`config.mk`:
```
export PLATFORM = sky130hd
export DESIGN_NAME = sync_fifo_fwft
export DESIGN_NICKNAME = d
export VERILOG_FILES = /design/src/rtl/sync_fifo_fwft.sv
export SDC_FILE = /design/constraint.sdc
export NUM_CORES = 1
export LEC_CHECK = 0
export CORE_MARGIN = 8
export CORE_UTILIZATION = 53
export DETAILED_ROUTE_END_ITERATION = 7
export GPL_TIMING_DRIVEN = 0
export PLACE_DENSITY = 0.72
export SYNTH_ARGS = -nofsm -noshare
export SYNTH_HDL_FRONTEND = slang
export SYNTH_SLANG_ARGS = --single-unit
```
`constraint.sdc`:
```
create_clock -name clk -period 6.4 [get_ports clk]
set_clock_uncertainty 0.05 [all_clocks]
set_input_delay 1.28 -clock clk [delete_from_list [all_inputs] [get_ports clk]]
set_output_delay 1.28 -clock clk [all_outputs]
set_load 0.01 [all_outputs]
```
`src/rtl/sync_fifo_fwft.sv`:
```
`default_nettype none
// ============================================================================
//  Module      : sync_fifo_fwft
//  Description : Parametrised single-clock FIFO with an optional
//                first-word-fall-through read mode. It also provides an
//                occupancy count, almost-full and almost-empty thresholds,
//                and sticky overflow/underflow error flags with a clear.
//  Revision    : 1.0  initial release
// ============================================================================
module sync_fifo_fwft #(
    parameter int DATA_W   = 8,
    parameter int ADDR_W   = 4,
    parameter int FWFT     = 0,
    parameter int AF_LEVEL = 12,
    parameter int AE_LEVEL = 2
) (
    input  logic              clk,
    input  logic              rst,
    input  logic              wrt,
    input  logic              rd,
    input  logic [DATA_W-1:0] din,
    input  logic              clr_err,
    output logic [DATA_W-1:0] dout,
    output logic              empty,
    output logic              full,
    output logic              almost_full,
    output logic              almost_empty,
    output logic [ADDR_W:0]   count,
    output logic              overflow,
    output logic              underflow
);

    localparam int              c_DEPTH     = 1 << ADDR_W;
    localparam logic [ADDR_W:0] c_DEPTH_CNT = (ADDR_W + 1)'(c_DEPTH);
    localparam logic [ADDR_W:0] c_AF_LVL    = (ADDR_W + 1)'(AF_LEVEL);
    localparam logic [ADDR_W:0] c_AE_LVL    = (ADDR_W + 1)'(AE_LEVEL);
    localparam logic [ADDR_W:0] c_CNT_ONE   = (ADDR_W + 1)'(1);
    localparam logic [ADDR_W-1:0] c_PTR_ONE = ADDR_W'(1);

    // Storage array. It has no reset because its contents do not matter
    // until they are written.
    logic [DATA_W-1:0] r_mem [c_DEPTH];

    logic [ADDR_W-1:0] r_wr_ptr;
    logic [ADDR_W-1:0] r_rd_ptr;
    logic [ADDR_W:0]   r_count;
    logic              r_overflow;
    logic              r_underflow;

    logic              w_empty;
    logic              w_full;
    logic              w_rd_ok;
    logic              w_wr_ok;
    logic              w_ovf_set;
    logic              w_udf_set;

    // Full and empty come from the occupancy count, not from a pointer
    // comparison. This lets the pointers wrap freely, and equal pointers
    // are never ambiguous.
    assign w_empty = (r_count == '0);
    assign w_full  = (r_count == c_DEPTH_CNT);

    // A read is accepted only when data is present. When the FIFO is full,
    // a write is still accepted if a read frees a slot on the same edge.
    assign w_rd_ok = rd & ~w_empty;
    assign w_wr_ok = wrt & (~w_full | w_rd_ok);

    // Error set conditions. These are the rejected requests.
    assign w_ovf_set = wrt & w_full & ~w_rd_ok;
    assign w_udf_set = rd & w_empty;

    // Store accepted write data at the write pointer.
    always_ff @(posedge clk) begin
        if (w_wr_ok) begin
            r_mem[r_wr_ptr] <= din;
        end
    end

    // The write pointer advances on each accepted write and wraps modulo the depth.
    always_ff @(posedge clk or posedge rst) begin
        if (rst) begin
            r_wr_ptr <= '0;
        end else if (w_wr_ok) begin
            r_wr_ptr <= r_wr_ptr + c_PTR_ONE;
        end
    end

    // The read pointer advances on each accepted read and wraps modulo the depth.
    always_ff @(posedge clk or posedge rst) begin
        if (rst) begin
            r_rd_ptr <= '0;
        end else if (w_rd_ok) begin
            r_rd_ptr <= r_rd_ptr + c_PTR_ONE;
        end
    end

    // Occupancy tracks the net effect of the accepted operations. A
    // simultaneous write and read leaves the count unchanged.
    always_ff @(posedge clk or posedge rst) begin
        if (rst) begin
            r_count <= '0;
        end else begin
            case ({w_wr_ok, w_rd_ok})
                2'b10:   r_count <= r_count + c_CNT_ONE;
                2'b01:   r_count <= r_count - c_CNT_ONE;
                default: r_count <= r_count;
            endcase
        end
    end

    // Sticky error flags. A new set event takes priority over a clear
    // arriving on the same edge.
    always_ff @(posedge clk or posedge rst) begin
        if (rst) begin
            r_overflow  <= 1'b0;
            r_underflow <= 1'b0;
        end else begin
            r_overflow  <= w_ovf_set | (r_overflow  & ~clr_err);
            r_underflow <= w_udf_set | (r_underflow & ~clr_err);
        end
    end

    // Read data path. It is selected at elaboration from the read mode.
    if (FWFT != 0) begin : g_fwft
        // The head word is visible combinationally whenever data is held.
        // The output is zero while the FIFO is empty, which also gives the
        // required zero output during reset.
        assign dout = w_empty ? '0 : r_mem[r_rd_ptr];
    end else begin : g_std
        logic [DATA_W-1:0] r_dout;

        // Registered read. The register loads only on an accepted read and
        // otherwise holds its value.
        always_ff @(posedge clk or posedge rst) begin
            if (rst) begin
                r_dout <= '0;
            end else if (w_rd_ok) begin
                r_dout <= r_mem[r_rd_ptr];
            end
        end

        assign dout = r_dout;
    end

    assign empty        = w_empty;
    assign full         = w_full;
    assign almost_full  = (r_count >= c_AF_LVL);
    assign almost_empty = (r_count <= c_AE_LVL);
    assign count        = r_count;
    assign overflow     = r_overflow;
    assign underflow    = r_underflow;

endmodule
`default_nettype wire

```
# Word level (Yosys, flattened, before mapping)
# Memories as Yosys holds them, arrays and structs flattened. A register that Yosys moved wholly into a read port is not among the register bits.
# Index checks and enable logic that the tools add are counted.
# W data, S select, Z words.
# totals
elab_cells,34
in_bits,13
mem_bits_rw,128
regBits,15
output_inout_bits,19
n_memories,1
# memory_table
name,depth,word_bits,read_ports,rd_ports_with_merged_regs,write_ports,line_no,rtl
r_mem,16,8,1,1,1,42,logic [DATA_W-1:0] r_mem [c_DEPTH];
# op_classes
addsub,4
bitwise,14
magnitude_cmp,2
eq_ne,3
reduce_logical,2
n_mux,3
# ops
op,count
$pmux W5 S2,1
$add A4 B1 Y4 const B,2
$and A1 B1 Y1,7
$add A5 B1 Y5 const B,1
$eq A5 B5 Y1 const B,1
$ge A5 B4 Y1 const B,1
$le A5 B2 Y1 const B,1
$logic_not A5 Y1,1
$sub A5 B1 Y5 const B,1
$not A1 Y1,4
$or A1 B1 Y1,3
$eq A2 B1 Y1 const B,1
$eq A2 B2 Y1 const B,1
$mux W1,2
$reduce_bool A2 Y1,1

# Logic depth before layout (Yosys ltp)
# depth
ltp_word,7
mapped_depth,12
depth_no_buf,10

# Worst setup path before layout
# No wires, ideal clock.
# synth_timing
kind,in2reg
start,input rd
end,"register r_count[4], in the netlist count[4]"
setup_time_ns,0.125
t_arrival_ns,3.020
path_slack_ns,3.205
n_path_buf,1
t_required_ns,6.225
path_stages,10
path_cell_list,o31a_4 > inv_2 > ha_1 > clkbuf_1 > xor2_1 > ha_1 > o211a_1 > o31ai_1 > a31oi_1 > xnor2_1
# synth_via
elab_chain_len,5
elab_cells_between_ends,7
cone_classes,eq/ne (2); mux (1); bitwise (3); reduce/logical (1)
# synth_rtl
element,line_no,rtl
from (decl),20,"input logic rd,"
$and A1 B1 Y1 *,65,assign w_rd_ok = rd & ~w_empty;
$or A1 B1 Y1,66,assign w_wr_ok = wrt & (~w_full | w_rd_ok);
$and A1 B1 Y1,66,
$eq A2 B1 Y1 or $eq A2 B2 Y1 (tied branches),103,"case ({w_wr_ok, w_rd_ok})"
$pmux W5 S2 or $reduce_bool A2 Y1 (tied branches),n/a,
to (signal assigned),104,2'b10: r_count <= r_count + c_CNT_ONE;
to (signal assigned),105,2'b01: r_count <= r_count - c_CNT_ONE;
to (signal assigned),106,default: r_count <= r_count;
to (decl),46,logic [ADDR_W:0] r_count;
# Mark *: on every way between the ends. The rest lies on a longest branch, timed or not.
# A chain may end at the register's enable or synchronous reset.

# Final worst setup path
# layout_timing
start,"register r_count[1], in the netlist count[1]"
end,output empty
# layout_via
elab_chain_len,1
# layout_rtl
element,line_no,rtl
$logic_not A5 Y1,60,assign w_empty = (r_count == '0);
to (decl),24,"output logic empty,"
# Every way passes these cells.

==> out/qor.csv <==
stage,metric,value,unit
route,vias post-DR,3062,
synth,cell taking the most area after synthesis,edfxtp_1,
setup_path,R2R cell count,12,
global_route,vias in the first global route,3214,
synth,yosys warns,0,
synth,"Seq/Total Area, Yosys",72.4,%
synth,"flops & latches, synth",151,
synth,multiplexer share of the synthesized area,14.6,%
clock_network,cts hold-fix bufs,0,
synth,top_reg_cell synth,edfxtp_1,
cells_and_area,FF+latch area,4420,um2
cells_and_area,multi-input logic area,1570,um2
timing,fmax,283,MHz
route,Wirelength per Cell,22.4,um
clock_network,TritonCTS Buffers,17,
synth,net count after synthesis,343,
clock_network,Setup Buffers After CTS,0,
setup_path,critical path class,register to output port,
synth,ranking of synthesized cells by area,"edfxtp_1, mux4_2, dfrtp_1",
cells_and_area,ANT cells,0,
global_route,GRT Max-Usage Layer,met2,
global_route,met1 Usage GRT,20.4,%
min_path,Hold Startpoint,underflow,
setup_path,r2r setup slk,3.19,ns
timing,Final Critical Period,3.54,ns
synth,post-synth top area share,63.0,%
route,routed vias/inst,5.81,
synth,XOR/XNOR Fraction of Synth Area,1.44,%
setup_path,Crit Path Max Fanout,8,
synth,ys async rst share,15.2,%
place,Detailed Place HPWL,7660,um
synth,Compound-Gate Fraction of Synth Area,3.20,%
timing,Final Hold Fails,0,
run,max cap viols,0,
setup_path,Worst Setup End Kind,output port,
route,DRC,0,
global_route,largest net degree at the start of global routing,24,
floorplanning,Die Span Y,123,um
min_path,hold depth,1,
global_route,Tot GR Track Use,17.1,%
synth,"EDFF count, synth",128,
route,Total Wirelength,11800,um
floorplanning,core area,11300,um2
cells_and_area,Syn-to-layout area delta,17.8,%
cells_and_area,layout cells sized above 1,20.1,%
clock_network,post-CTS sizing,0,
synth,Mapped Avg Cell Area,19.0,um2
floorplanning,Core Rows,39,
timing,RSZ-0062 raised after global routing,false,
min_path,Min-Delay Endpoint,underflow,
timing,setup_tns,0,ns
floorplanning,Initial Util,53.9,%
floorplanning,die area,15200,um2
clock_network,CTS tree,yes,
status,status,completed,
setup_path,reg-to-reg endpoint,count[4],
setup_path,CP startpoint kind,register,
setup_path,Worst R2R Start,count[1],
synth,Syn Std Cell Area,6100,um2
clock_network,H-tree depth reported by CTS,4,
route,Antenna Nets Post-Route,0,
power,LEAKAGE,2.50,nW
timing,Max Slew Vio Count,0,
route,Iter 0 DRT Violations,216,
clock_network,CTS Sinks,151,
place,GPL Wtd Cong,0.754,
cells_and_area,Final #Nets,393,
clock_network,maximum clock insertion buffer count,2,
route,DR pass1 iterations,6,
floorplanning,chip width,123,um
setup_path,Worst EP arrival,2.21,ns
global_route,grt met2 use,28.8,%
cells_and_area,"commonest non-fill, non-tap cell in the layout",edfxtp_1,
setup_path,worst path required time,5.07,ns
floorplanning,I/O pin cnt,32,
synth,post-synthesis simple-gate area fraction,4.66,%
synth,adder-cell area share of the yosys netlist,1.85,%
power,PwrDens,450,nW/um2
clock_network,worst skew pair latency,0.42,ns
cells_and_area,fillcell total,810,
synth,Cell variety after synth,38,
clock_network,Root Buffer,clkbuf_16,
timing,Tcrit/Tclk final,55.3,%
global_route,global-route track usage on met3,3.97,%
global_route,antenna violations before repair,0,
timing,max_slew headroom,37.0,%
timing,Setup-failing EPs final,0,
synth,Post-Syn Instances,321,
place,PortBufs,31,
global_route,global-route wire length before repair,18400,um
timing,Worst Tran Pin Value,0.945,ns
min_path,Worst Hold Class,register to register,
synth,largest family of logic cells by synthesized area,multiplexers,
power,Max VDD drop,0.250,mV
timing,worst hold slack,0.455,ns
global_route,GRT overflow,0,
cells_and_area,most frequent cells in the layout,"edfxtp_1, mux4_2, clkdlybuf4s50_1, dfrtp_1, nand2_1",
clock_network,Worst-path clk slew,0.06,ns
-- cell families (layout without fill, tap and decap cells) --
kind of cell             after synthesis  count (layout)
AND/OR/NAND/NOR                       53              53
buffers and inverters                 24              87
flip-flops                           151             151
adder cells (fa/ha/maj)                9               9
AO/OA/AOI/OAI                         25              25
XOR/XNOR                              10              10
multiplexers                          49              49
-- critical path: stages (launching register included) --
cell and delay, ns:
dfrtp_1 0.39, buf_6 0.14, or4_4 0.57, nor2_1 0.14, clkdlybuf4s50_1 0.56
-- metrics by stage --
stage	worst slack, ns	power, mW	cell area, um2	cells	utilization [%]
after global placement	2.55	2.24	6590	495	58.2
after CTS	2.83	3.26	7190	527	63.5
after global routing	2.66	3.38	7190	527	63.5
final	2.86	3.24	7190	527	63.5
after floorplan	3.21	1.93	6100	321	-
after detailed placement	2.44	2.27	6590	495	58.2
-- report_power, final --
group          internal, mW  total (mW)  leakage (nW)  switching [mW]
registers              1.22        1.30          1.44          0.0779
logic                 0.454       0.939         0.774           0.485
clock network         0.621       0.998         0.289           0.377
-- worst max path at each step --
stage	start	end	slack [ns]
floorplan	rd	count[4]	3.21
global placement	rd	count[4]	2.55
detailed placement	rd	count[4]	2.44
CTS	count[2]	empty	2.83
global route	rd	count[4]	2.66
finish	count[1]	empty	2.86
-- Yosys cell counts (2+ instances only) --
cell      count
inv_1         7
dfrtp_1      23
buf_2         7
nand2b_1      2
clkbuf_1      6
mux2i_1      16
nor3_1        2
o21ai_0       4
xor2_1        3
ha_1          9
edfxtp_1    128
xnor2_1       7
nand4_1       2
and2_1       17
nand2_1      19
o221ai_1      8
a21oi_1       3
nor2_1        5
mux4_2       32
a22o_1        2
nor3b_1       2
-- sequential cells by signal, summed over array words and instances, names as in the netlist --
| register | count |
|---|---|
| r_mem | 128 |
| dout | 8 |
| count | 5 |
| r_rd_ptr | 4 |
| r_wr_ptr | 4 |
| overflow | 1 |
| underflow | 1 |
-- per-layer routing --
layer / routed length, um / up-vias
met5: 0 / -
met4: 253 / 0
met3: 827 / 21
met2: 6180 / 100
met1: 4540 / 1563
li1: - / 1378
-- cell type report --
cell class                      count  share of cell area [%]
Buffer                             16                    1.11
Clock buffer                       19                    6.16
Clock inverter                     13                    2.16
Inverter                            8                   0.418
Multi-Input combinational cell    146                    21.9
Sequential cell                   151                    61.5
Tap cell                          143                    2.49
Timing Repair Buffer               31                    4.32
No activity file was read; power rests on OpenSTA's default activity.
